<file path="src/rtl/vga_timing_decoder.sv">
`default_nettype none
// ============================================================================
// Module   : vga_timing_decoder
// Purpose  : Receive-side VGA timing recovery. Samples HS/VS on the pixel
//            strobe, measures line length and lines per frame, locks onto a
//            stable frame and reports active-window pixel coordinates.
// Ports    : clk, reset (sync, active-high), pix_en (pixel strobe),
//            hs_in/vs_in (active-high syncs) ->
//            x/y (active coordinates), active, line_start/frame_start
//            (one-clk edge pulses), locked, h_period, v_lines, err (lock lost)
// Revision : 1.0 - initial release
// ============================================================================
module vga_timing_decoder #(
  parameter int H_SYNC     = 96,
  parameter int H_BP       = 48,
  parameter int H_ACTIVE   = 640,
  parameter int V_SYNC     = 2,
  parameter int V_BP       = 33,
  parameter int V_ACTIVE   = 480,
  parameter int LOCK_LINES = 16
) (
  input  logic        clk,
  input  logic        reset,
  input  logic        pix_en,
  input  logic        hs_in,
  input  logic        vs_in,
  output logic [9:0]  x,
  output logic [9:0]  y,
  output logic        active,
  output logic        line_start,
  output logic        frame_start,
  output logic        locked,
  output logic [10:0] h_period,
  output logic [9:0]  v_lines,
  output logic        err
);

  localparam int              c_MW      = $clog2(LOCK_LINES + 1);
  localparam logic [c_MW-1:0] c_LOCK    = c_MW'(LOCK_LINES);
  localparam logic [10:0]     c_H_FIRST = 11'(H_SYNC + H_BP);
  localparam logic [10:0]     c_H_LAST  = 11'(H_SYNC + H_BP + H_ACTIVE - 1);
  localparam logic [9:0]      c_V_FIRST = 10'(V_SYNC + V_BP);
  localparam logic [9:0]      c_V_LAST  = 10'(V_SYNC + V_BP + V_ACTIVE - 1);
  localparam logic [10:0]     c_H_MAX   = 11'h7FF;
  localparam logic [9:0]      c_V_MAX   = 10'h3FF;

  localparam logic [1:0] c_ST_SEARCH  = 2'd0;
  localparam logic [1:0] c_ST_ACQUIRE = 2'd1;
  localparam logic [1:0] c_ST_LOCKED  = 2'd2;

  logic            r_hs_q, r_vs_q;
  logic [10:0]     r_h_cnt, r_prev_period, r_h_period;
  logic [9:0]      r_v_cnt, r_v_lines;
  logic [c_MW-1:0] r_match;
  logic [1:0]      r_state, w_state_next;
  logic            r_err, w_err_next;
  logic [9:0]      r_x, r_y;
  logic            r_active, r_line_start, r_frame_start;

  logic            w_hs_rise, w_vs_rise, w_hs_lost, w_h_bad, w_v_bad, w_in_window;
  logic [10:0]     w_h_len, w_h_next;
  logic [9:0]      w_v_len, w_v_next;

  // Edge detection is already qualified by the pixel strobe.
  assign w_hs_rise = pix_en & hs_in & ~r_hs_q;
  assign w_vs_rise = pix_en & vs_in & ~r_vs_q;

  // Length of the line/frame that ends at this edge (current index + 1).
  assign w_h_len = r_h_cnt + 11'd1;
  assign w_v_len = r_v_cnt + 10'd1;

  assign w_h_next = w_hs_rise ? 11'd0 :
                    ((r_h_cnt == c_H_MAX) ? c_H_MAX : w_h_len);
  // A VS edge wins over a coincident HS edge: that line becomes line 0.
  assign w_v_next = w_vs_rise ? 10'd0 :
                    (w_hs_rise ? ((r_v_cnt == c_V_MAX) ? c_V_MAX : w_v_len) : r_v_cnt);

  // HS considered lost once the pixel index parks at its ceiling.
  assign w_hs_lost = pix_en & (w_h_next == c_H_MAX);
  assign w_h_bad   = w_hs_rise & (w_h_len != r_prev_period);
  assign w_v_bad   = w_vs_rise & (w_v_len != r_v_lines);

  // Evaluated on the advanced indices so x/y line up with the new h_cnt.
  // Every transition into or out of LOCKED lands on index 0 or 2047,
  // outside the window, so the present state is sufficient here.
  assign w_in_window = (w_h_next >= c_H_FIRST) && (w_h_next <= c_H_LAST) &&
                       (w_v_next >= c_V_FIRST) && (w_v_next <= c_V_LAST) &&
                       (r_state == c_ST_LOCKED);

  // State register
  always_ff @(posedge clk) begin
    if (reset) begin
      r_state <= c_ST_SEARCH;
      r_err   <= 1'b0;
    end else begin
      r_state <= w_state_next;
      r_err   <= w_err_next;
    end
  end

  // Next-state logic
  always_comb begin
    w_state_next = r_state;
    w_err_next   = 1'b0;
    case (r_state)
      c_ST_SEARCH: begin
        if (w_vs_rise) w_state_next = c_ST_ACQUIRE;
      end
      c_ST_ACQUIRE: begin
        if (w_hs_lost)
          w_state_next = c_ST_SEARCH;
        else if (w_vs_rise && (r_match == c_LOCK))
          w_state_next = c_ST_LOCKED;
      end
      c_ST_LOCKED: begin
        if (w_h_bad || w_v_bad || w_hs_lost) begin
          w_state_next = c_ST_SEARCH;
          w_err_next   = 1'b1;
        end
      end
      default: w_state_next = c_ST_SEARCH;
    endcase
  end

  // Output logic
  always_comb begin
    locked      = (r_state == c_ST_LOCKED);
    err         = r_err;
    x           = r_x;
    y           = r_y;
    active      = r_active;
    line_start  = r_line_start;
    frame_start = r_frame_start;
    h_period    = r_h_period;
    v_lines     = r_v_lines;
  end

  // Measurement datapath
  always_ff @(posedge clk) begin
    if (reset) begin
      r_hs_q        <= 1'b0;
      r_vs_q        <= 1'b0;
      r_h_cnt       <= '0;
      r_v_cnt       <= '0;
      r_prev_period <= '0;
      r_h_period    <= '0;
      r_v_lines     <= '0;
      r_match       <= '0;
      r_x           <= '0;
      r_y           <= '0;
      r_active      <= 1'b0;
      r_line_start  <= 1'b0;
      r_frame_start <= 1'b0;
    end else begin
      r_line_start  <= w_hs_rise;
      r_frame_start <= w_vs_rise;
      if (pix_en) begin
        r_hs_q   <= hs_in;
        r_vs_q   <= vs_in;
        r_h_cnt  <= w_h_next;
        r_v_cnt  <= w_v_next;
        r_active <= w_in_window;
        r_x      <= w_in_window ? 10'(w_h_next - c_H_FIRST) : 10'd0;
        r_y      <= w_in_window ? (w_v_next - c_V_FIRST) : 10'd0;
      end
      if (w_hs_rise) begin
        r_h_period    <= w_h_len;
        r_prev_period <= w_h_len;
      end
      if (w_vs_rise) r_v_lines <= w_v_len;
      // Acquisition restarts its line-match run from the frame edge.
      if ((r_state == c_ST_SEARCH) && w_vs_rise)
        r_match <= '0;
      else if (w_hs_rise)
        r_match <= (w_h_len == r_prev_period) ?
                   ((r_match == c_LOCK) ? r_match : r_match + 1'b1) : '0;
    end
  end

endmodule
`default_nettype wire
</file>
<file path="config.mk">
export PLATFORM = sky130hd
export DESIGN_NAME = vga_timing_decoder
export DESIGN_NICKNAME = d
export VERILOG_FILES = /design/src/rtl/vga_timing_decoder.sv
export SDC_FILE = /design/constraint.sdc
export NUM_CORES = 1
export LEC_CHECK = 0
export BUFFER_PORTS_ARGS = -buffer_cell sky130_fd_sc_hd__buf_4
export CAP_MARGIN = 10
export CORE_MARGIN = 3
export CORE_UTILIZATION = 62
export CTS_BUF_LIST = sky130_fd_sc_hd__clkbuf_4 sky130_fd_sc_hd__clkbuf_8
export DETAILED_ROUTE_END_ITERATION = 8
export GPL_ROUTABILITY_DRIVEN = 1
export PLACE_DENSITY = 0.84
export SKIP_CTS_REPAIR_TIMING = 1
export SLEW_MARGIN = 10
export SYNTH_ARGS = -nofsm -noshare
export SYNTH_HDL_FRONTEND = slang
export SYNTH_SLANG_ARGS = --single-unit
</file>
<file path="constraint.sdc">
create_clock -name clk -period 8.4 [get_ports clk]
set_clock_uncertainty 0.2 [all_clocks]
set_input_delay 1.26 -clock clk [delete_from_list [all_inputs] [get_ports clk]]
set_output_delay 1.26 -clock clk [all_outputs]
set_load 0.02 [all_outputs]
</file>
# --- Word level (Yosys, flattened, before mapping) ---
# Cells that the tools add are included.
totals:
  regBits: 75
  out_inout_bits: 46
  word_cells: 74
op_classes:
  add_sub_neg: 5
  n_lt_le_gt_ge: 4
  eq_ne: 13
  muxes: 15
  bitwise_logic: 10
  reduce_logical: 13
ops:
  columns: ["cell", "count"]
  rows:
  - ["$mux W10", 5]
  - ["$eq A11 B11 Y1 const B", 2]
  - ["$mux W11", 2]
  - ["$add A11 B1 Y11 const B", 1]
  - ["$eq A11 B11 Y1", 1]
  - ["$ge A11 B8 Y1 const B", 1]
  - ["$le A11 B10 Y1 const B", 1]
  - ["$ne A11 B11 Y1", 1]
  - ["$add A10 B1 Y10 const B", 1]
  - ["$eq A10 B10 Y1 const B", 1]
  - ["$ge A10 B6 Y1 const B", 1]
  - ["$le A10 B10 Y1 const B", 1]
  - ["$mux W5", 2]
  - ["$ne A10 B10 Y1", 1]
  - ["$sub A10 B6 Y10 const B", 1]
  - ["$sub A10 B8 Y10 const B", 1]
  - ["$mux W2", 4]
  - ["$and A1 B1 Y1", 7]
  - ["$logic_and A1 B1 Y1", 6]
  - ["$pmux W2 S3", 1]
  - ["$add A5 B1 Y5 const B", 1]
  - ["$eq A5 B5 Y1 const B", 1]
  - ["$ne A2 B2 Y1 const B", 2]
  - ["$reduce_or A2 Y1", 2]
  - ["other kinds (10)", 13]

# --- Logic depth before layout (Yosys ltp) ---
# Gate-level depths: netlist of run 1.
depth:
  ltp_word: 9
  mapped_depth: 15
  ltp_nobuf: 13

# --- Least setup slack after synthesis of run 1 ---
# Ideal clock, no wire load.
synth_path:
  path_kind: "input to register"
  startpoint: "in pix_en"
  endpoint: "reg r_x[4], in the netlist x[4]"
  t_arrival_ns: 3.841
  required_ns: 8.083
  path_slack_ns: 4.242
  cell_stages: 14
  path_buffers: 4
  cell_sequence: "buf_2 > nand2_1 > nor2_1 > clkbuf_1 > clkbuf_1 > nor2_1 > ha_1 > inv_1 > o31a_1 > a31oi_1 > o21ai_0 > a221oi_4 > buf_6 > a22o_1"
synth_between:
  elab_chain_cells: 9
  elab_cells_between_ends: 17
  classes_between: "add/sub: 1; order compare: 4; mux: 4; bitwise: 4; reduce/logical: 4"
synth_rtl:
  columns: ["item", "line", "text"]
  rows:
  - ["start: declaration", "24", "input logic pix_en,"]
  - ["$and A1 B1 Y1 (2 in a row)", "65", "assign w_hs_rise = pix_en & hs_in & ~r_hs_q;"]
  - ["$mux W10", "76", "(w_hs_rise ? ((r_v_cnt == c_V_MAX) ? c_V_MAX : w_v_len) : r_v_cnt);"]
  - ["$mux W10 (*)", "75", "assign w_v_next = w_vs_rise ? 10'd0 :"]
  - ["named net w_v_next[1]", "62", "logic [9:0] w_v_len, w_v_next;"]
  - ["$ge A10 B6 Y1", "87", "(w_v_next >= c_V_FIRST) && (w_v_next <= c_V_LAST) &&"]
  - ["$logic_and A1 B1 Y1", "86", "assign w_in_window = (w_h_next >= c_H_FIRST) && (w_h_next <= c_H_LAST) &&"]
  - ["$logic_and A1 B1 Y1 (*) (2 in a row)", "87", null]
  - ["$mux W10 (*)", "163", "r_x <= w_in_window ? 10'(w_h_next - c_H_FIRST) : 10'd0;"]
  - ["end signal: assignment", "163", null]
  - ["end: declaration", "57", "logic [9:0] r_x, r_y;"]
# Mark *: on every way through the listed nets, which the timed path passes. The rest lies on a longest branch.
# A chain may end at the register's enable or synchronous reset.

# --- Final worst setup path of run 1 ---
layout_path:
  startpoint: "in pix_en"
  endpoint: "reg r_x[5], in the netlist x[5]"
# The elaborated chain is that of the path after synthesis.

==> results of run 1 <==
[state kept, by name (all words and copies together), names as in the netlist]
name         flops
err              1
r_vs_q           1
frame_start      1
line_start       1
r_h_cnt         11
r_state          2
x               10
h_period        11
r_hs_q           1
r_v_cnt         10
v_lines         10
y               10
r_match          5
active           1
[metal layers]
layer / track usage (%) / vias up
met5: 0 / -
met4: 7.53 / 0
met3: 5.42 / 19
met2: 39.1 / 166
met1: 38.1 / 1834
li1: - / 1887
[metrics by stage]
step / instances / utilization [%]
after floorplan: 513 / -
after global placement: 619 / 69.1
after detailed placement: 619 / 69.1
after CTS: 635 / 72.4
after global routing: 635 / 72.4
final: 635 / 72.4
[layout make-up]
cell class | count | area share (%)
multi-input combinational | 378 | 53.5
sequential | 75 | 30.4
timing repair buffer | 52 | 7.89
clock buffer | 10 | 2.66
tap | 96 | 2.43
clock inverter | 6 | 1.80
inverter | 18 | 1.37
[worst max-delay path, cell delays in order]
cell	delay (ns)
buf_4	0.25
and3b_1	0.45
o2bb2ai_1	0.20
nor2_1	0.19
ha_1	0.22
inv_1	0.05
o31a_1	0.11
a31oi_1	0.36
o21ai_0	0.23
a221oi_4	0.77
a22o_1	0.26
[how the worst max path moves through the flow]
stage	start	to	slack [ns]	cells after the start
floorplan	pix_en	x[4]	4.24	14
global placement	pix_en	x[8]	3.94	8
detailed placement	pix_en	y[0]	3.83	11
CTS	pix_en	x[8]	4.19	11
global route	pix_en	x[4]	3.95	12
finish	pix_en	x[5]	4.14	11
[synth_stat cells, drive strengths merged (4+ instances only)]
master / instances
and4: 6
a21oi: 22
nand4b: 4
a31oi: 8
inv: 18
nand2b: 4
nor4: 4
nor2: 61
nand3: 12
o21ai: 9
buf: 16
ha: 10
clkbuf: 26
xor2: 16
xnor3: 5
nand4: 12
a211oi: 21
nand2: 37
nor3: 17
a22o: 20
and3: 8
o211ai: 5
mux2i: 8
xnor2: 26
nor2b: 4
and2: 6
dfxtp: 75
[cells by family (layout without fill, tap and decap cells)]
kind of cell               count (synthesis)  count (layout)  share of synthesized area [%]
muxes                                      9               9                           2.07
xor gates and xnor gates                  49              49                           12.0
buffers and inverters                     60              86                           6.04
AOI/OAI and AO/OA                        121             121                           20.9
adders and majority gates                 10              10                           2.84
DFF                                       75              75                           34.1
and+or+nand+nor                          189             189                           22.1
[report_power, final]
group	total [mW]	switching [mW]	internal, mW
Sequential	0.374	0.0103	0.364
Combinational	0.0818	0.0487	0.0331
Clock	0.311	0.140	0.171
Total	0.767	0.199	0.568
==> metrics.yaml, run 1 <==
clk_pin_slew_ns: 0.08
chipWidth_um: 90.3
fin_crit_ns: 4.26
arrival_ns: 4.35
max_cap_violations: 0
r2r_cells: 12
worst_setup_path_end_kind: "register"
dr.first_iter.drc_count: 455
layout_commonest_cell: "dfxtp_1"
wl_met3_um: 746
start_util_pct: 64.5
setup_slack_ns: 4.14
multi_input_area_um2: 2650
placed_area_um2: 4720
n_fill_cell: 550
hold_end: "active"
setup_viol: 0
critPathMaxFanout: 21
grt_max_degree: 52
setup.worst_path.class: "input port to register"
hold_path.class: "register to register"
tightest_slew_ns: 0.893
drt-met1-wl_mm: 5.01
avgSynthCellArea_um2: 8.59
yosysTopAreaCell: "dfxtp_1"
hold_viol_final: 0
cts-root-buf: "clkbuf_8"
drv_slew: 0
ys_seq_area_share_pct: 34.1
r2r_end: "x[5]"
numCtsBuffers: 9
core_area_um2: 6830
synth_top_area_share_pct: 34.1
syn_area_um2: 4410
worstPathRequired_ns: 8.49
grt-ovfl-total: 0
outcome: "completed"
slew-limit-headroom_pct: 39.7
register_area_um2: 1500
r2r_setup_slack_ns: 4.37
synth_area_leaders: "dfxtp_1 (34%), nor2_1 (5.2%), xnor2_1 (5.2%)"
syn_nets: 528
hp-start: "active"
fp-row-count: 30
ys_warn_count: 0
synth_ff_type: "dfxtp_1"
top_layer: "met4"
place_ws_ns: 3.83
antenna_found_initial: 0
postSynth.asyncResetShare_pct: 0
grt_pass1_wl_mm: 17.8
cts_sinks: 75
rsz0062_at_grt: "no"
wl_met2_mm: 4.64
grt_usage_pct: 26.2
grt_pass1_vias: 3585
fp.dieArea_um2: 8160
cts.htree.levels: 3
synth_seq_cells: 75
p_leak_nw: 1.92
die_h_um: 90.3
nNetsFinal: 549
syn_inst: 513
finalWirelength_mm: 10.6
final.period_utilization_pct: 50.7
ioPinCount: 51
worstSetupStartpointType: "input port"
place_hpwl_mm: 7.44
cts_tree: "yes"
drtPass1Iterations: 5
synth.distinct_cells: 67
wl_per_cell_um: 16.6
drive_above_1_share_pct: 15.4
peakVddDrop_v: 0.000128
ant_nets: 0
fin_area_um2: 4950
place_congestion: 0.936
layout_common_cells: "dfxtp_1 (75), nor2_1 (59), buf_4 (52)"
clk_latency_ns: 0.35
drc: 0
vias: 3906
power_uw: 767
syn2layout_area_growth_pct: 12.2
holdWs_ns: 0.268
io_buffers: 50
power.density_nw_per_um2: 155
reg2reg_from: "r_h_cnt[0]"
synth_edf_count: 0
finalSetupTns_ns: 0
max_freq_mhz: 235
insertedDiodeCount: 0
cts_buffer_depth: 2
via_per_inst: 6.15
hold_depth: 1
(Power assumes the default switching activity.)
==> run 2, diff against run 1 <==
--- a/config.mk
+++ b/config.mk
@@ -5,14 +5,15 @@
 export SDC_FILE = /design/constraint.sdc
 export NUM_CORES = 1
 export LEC_CHECK = 0
+export ABC_AREA = 1
 export BUFFER_PORTS_ARGS = -buffer_cell sky130_fd_sc_hd__buf_4
 export CAP_MARGIN = 10
 export CORE_MARGIN = 3
-export CORE_UTILIZATION = 62
+export CORE_UTILIZATION = 61
 export CTS_BUF_LIST = sky130_fd_sc_hd__clkbuf_4 sky130_fd_sc_hd__clkbuf_8
 export DETAILED_ROUTE_END_ITERATION = 8
 export GPL_ROUTABILITY_DRIVEN = 1
-export PLACE_DENSITY = 0.84
+export PLACE_DENSITY = 0.83
 export SKIP_CTS_REPAIR_TIMING = 1
 export SLEW_MARGIN = 10
 export SYNTH_ARGS = -nofsm -noshare
==> constraint.sdc (replaced) <==
create_clock -name clk -period 4.3 [get_ports clk]
set_clock_uncertainty 0.2 [all_clocks]
set_input_delay 0.645 -clock clk [delete_from_list [all_inputs] [get_ports clk]]
set_output_delay 0.645 -clock clk [all_outputs]
set_load 0.02 [all_outputs]
==> run 2 against run 1 <==
Net effect:
- sequential share of layout area shrank 0.68 points
- first-iteration DRC count shrank 43%
- worst hold slack gained 0.0086 ns
- combinational power grew to 3.7 times the previous value
- sequential power grew 100%
- setup slack lost 3.2 ns
- sequential cell count is the same
- routed wire length shrank 2.5%
- critical endpoint is now y[1]
- non-clock buffer count grew 1
- count of clock-buffer cells in the layout grew 1
- global-route usage shrank 1.1 points
- largest cell class unchanged
==> metrics.yaml, run 2 <==
p_leak_nw: 2.27
finalWirelength_mm: 10.3
setup_viol: 0
syn_inst: 630
clk_latency_ns: 0.35
setup.worst_path.class: "register to register"
synth_ff_type: "dfxtp_1"
path_common_cell: "nand2_1"
max_cap_violations: 0
grt-ovfl-total: 0
fin_area_um2: 5060
place_ws_ns: 0.615
outcome: "completed"
critical_path.top_delay_family: "simple AND/OR/NAND/NOR gates"
die_h_um: 92.0
dr.first_iter.drc_count: 261
numCtsBuffers: 9
io_buffers: 50
core_area_um2: 6980
avgSynthCellArea_um2: 7.16
ioPinCount: 51
placed_cells_incl_taps: 752
place_congestion: 0.908
setup_slack_ns: 0.901
cts-root-buf: "clkbuf_8"
vias: 4165
start_util_pct: 64.6
slowest_delay_ns: 0.55
grt_usage_pct: 25.0
yosysTopAreaCell: "dfxtp_1"
chipWidth_um: 92.0
drtPass1Iterations: 5
ys_seq_area_share_pct: 33.3
worstPathRequired_ns: 4.38
via_per_inst: 5.43
ys_warn_count: 0
hold_path.class: "register to register"
layout_common_cells: "nand2_1 (143), dfxtp_1 (75), inv_1 (68)"
final.period_utilization_pct: 79.1
antenna_found_initial: 0
layout_commonest_cell: "nand2_1"
worst_setup_path_end_kind: "register"
drc: 0
cts_tree: "yes"
syn_area_um2: 4510
synth_top_cells_by_count: "nand2_1 (143), dfxtp_1 (75), inv_1 (68)"
fp.dieArea_um2: 8470
place_hpwl_mm: 7.33
tightest_slew_ns: 0.882
slew-limit-headroom_pct: 41.1
grt_pass1_wl_mm: 17.4
syn_nets: 645
slowest_stage: "nor2_4"
syn2layout_area_growth_pct: 12.1
grt_max_degree: 50
cts_buffer_depth: 2
finalSetupTns_ns: 0
placed_area_um2: 4860
drv_slew: 0
fin_crit_ns: 3.40
rsz0062_at_grt: "no"
synth_most_common_cell: "nand2_1"
ant_nets: 0
hold_viol_final: 0
synth_area_leaders: "dfxtp_1 (33%), nand2_1 (12%), inv_1 (5.7%)"
synth_seq_cells: 75
max_freq_mhz: 294
critPathMaxFanout: 21
path_cells: "ha_1 > nand2_2 > nor2_4 > nand3_4 > nand2_1 > nand2_2 > inv_1 > ha_1 > a21boi_0 > nand3_1 > nand3_1 > nand2_1 > inv_1 > nand2_1 > nor2_4 > nand3_2 > a21oi_2"
nNetsFinal: 682
insertedDiodeCount: 0
power_mw: 1.62
peakVddDrop_v: 0.000180
drive_above_1_share_pct: 21.9
wl_per_cell_um: 13.4
synth_top_area_share_pct: 33.3
synth.distinct_cells: 40
power.density_nw_per_um2: 319
synth_edf_count: 0
postSynth.asyncResetShare_pct: 0
cts.htree.levels: 3
worstSetupStartpointType: "register"
fp-row-count: 30
cp_num_buf_inv: 2
clk_pin_slew_ns: 0.08
cts_sinks: 75
n_fill_cell: 582
arrival_ns: 3.48
grt_pass1_vias: 3823
stdcell_count: 767
==> run 2: final cells by class <==
| cell class | instances | area (µm²) | share of cell area (%) |
|---|---|---|---|
| inverter | 74 | 278 | 5.49 |
| clock buffer | 11 | 151 | 2.99 |
| tap | 96 | 120 | 2.37 |
| clock inverter | 4 | 50.0 | 0.989 |
| timing repair buffer | 53 | 398 | 7.86 |
| multi-input combinational | 454 | 2560 | 50.6 |
| sequential | 75 | 1500 | 29.7 |
==> run 2: metrics by stage <==
step | hold WS (ns) | utilization, %
6_report | 0.277 | 72.5
5_1_grt | 0.303 | 72.5
4_1_cts | 0.277 | 72.5
3_5_place_dp | 0.265 | 69.6
3_3_place_gp | 0.258 | 69.6
2_1_floorplan | 0.253 | -
==> run 2: cells by family (layout without fill, tap and decap cells) <==
kind of cell,count (synthesis),in the layout,synth area share (%)
flops,75,75,33.3
compound gates,107,107,15.0
simple gates,307,307,33.2
fa+ha+maj,10,10,2.77
buf+inv,101,142,9.98
xor+xnor,30,30,5.82
==> run 2: worst min-delay path, delay by kind of cell, from the launching register on <==
family          cells  cell delay [ns]
compound gates      1             0.05
simple gates        1             0.06
flops               1             0.32
==> run 2: path summary, 6_finish.rpt <==
| check | start | to | slack (ns) | cells after the start |
|---|---|---|---|---|
| setup / recovery | r_h_cnt[0] | y[1] | 0.90 | 17 |
| hold / removal | r_vs_q | r_vs_q | 0.28 | 2 |
| setup reg to reg | r_h_cnt[0] | y[1] | 0.90 | 17 |
| hold reg to reg | r_vs_q | r_vs_q | 0.28 | 2 |
==> run 2: where the power goes <==
| group | total, mW | internal, mW | switching, mW |
|---|---|---|---|
| Combinational | 0.303 | 0.102 | 0.201 |
| Sequential | 0.751 | 0.722 | 0.0290 |
| Clock | 0.561 | 0.296 | 0.266 |
| Total | 1.62 | 1.12 | 0.496 |
==> run 2: routing by layer <==
metal | vias up | GRT usage [%] | routed length (µm)
li1 | 2093 | - | -
met2 | 124 | 39.5 | 4530
met4 | 0 | 10.5 | 242
met5 | - | 0 | 0
met3 | 24 | 4.92 | 599
met1 | 1924 | 33.4 | 4930
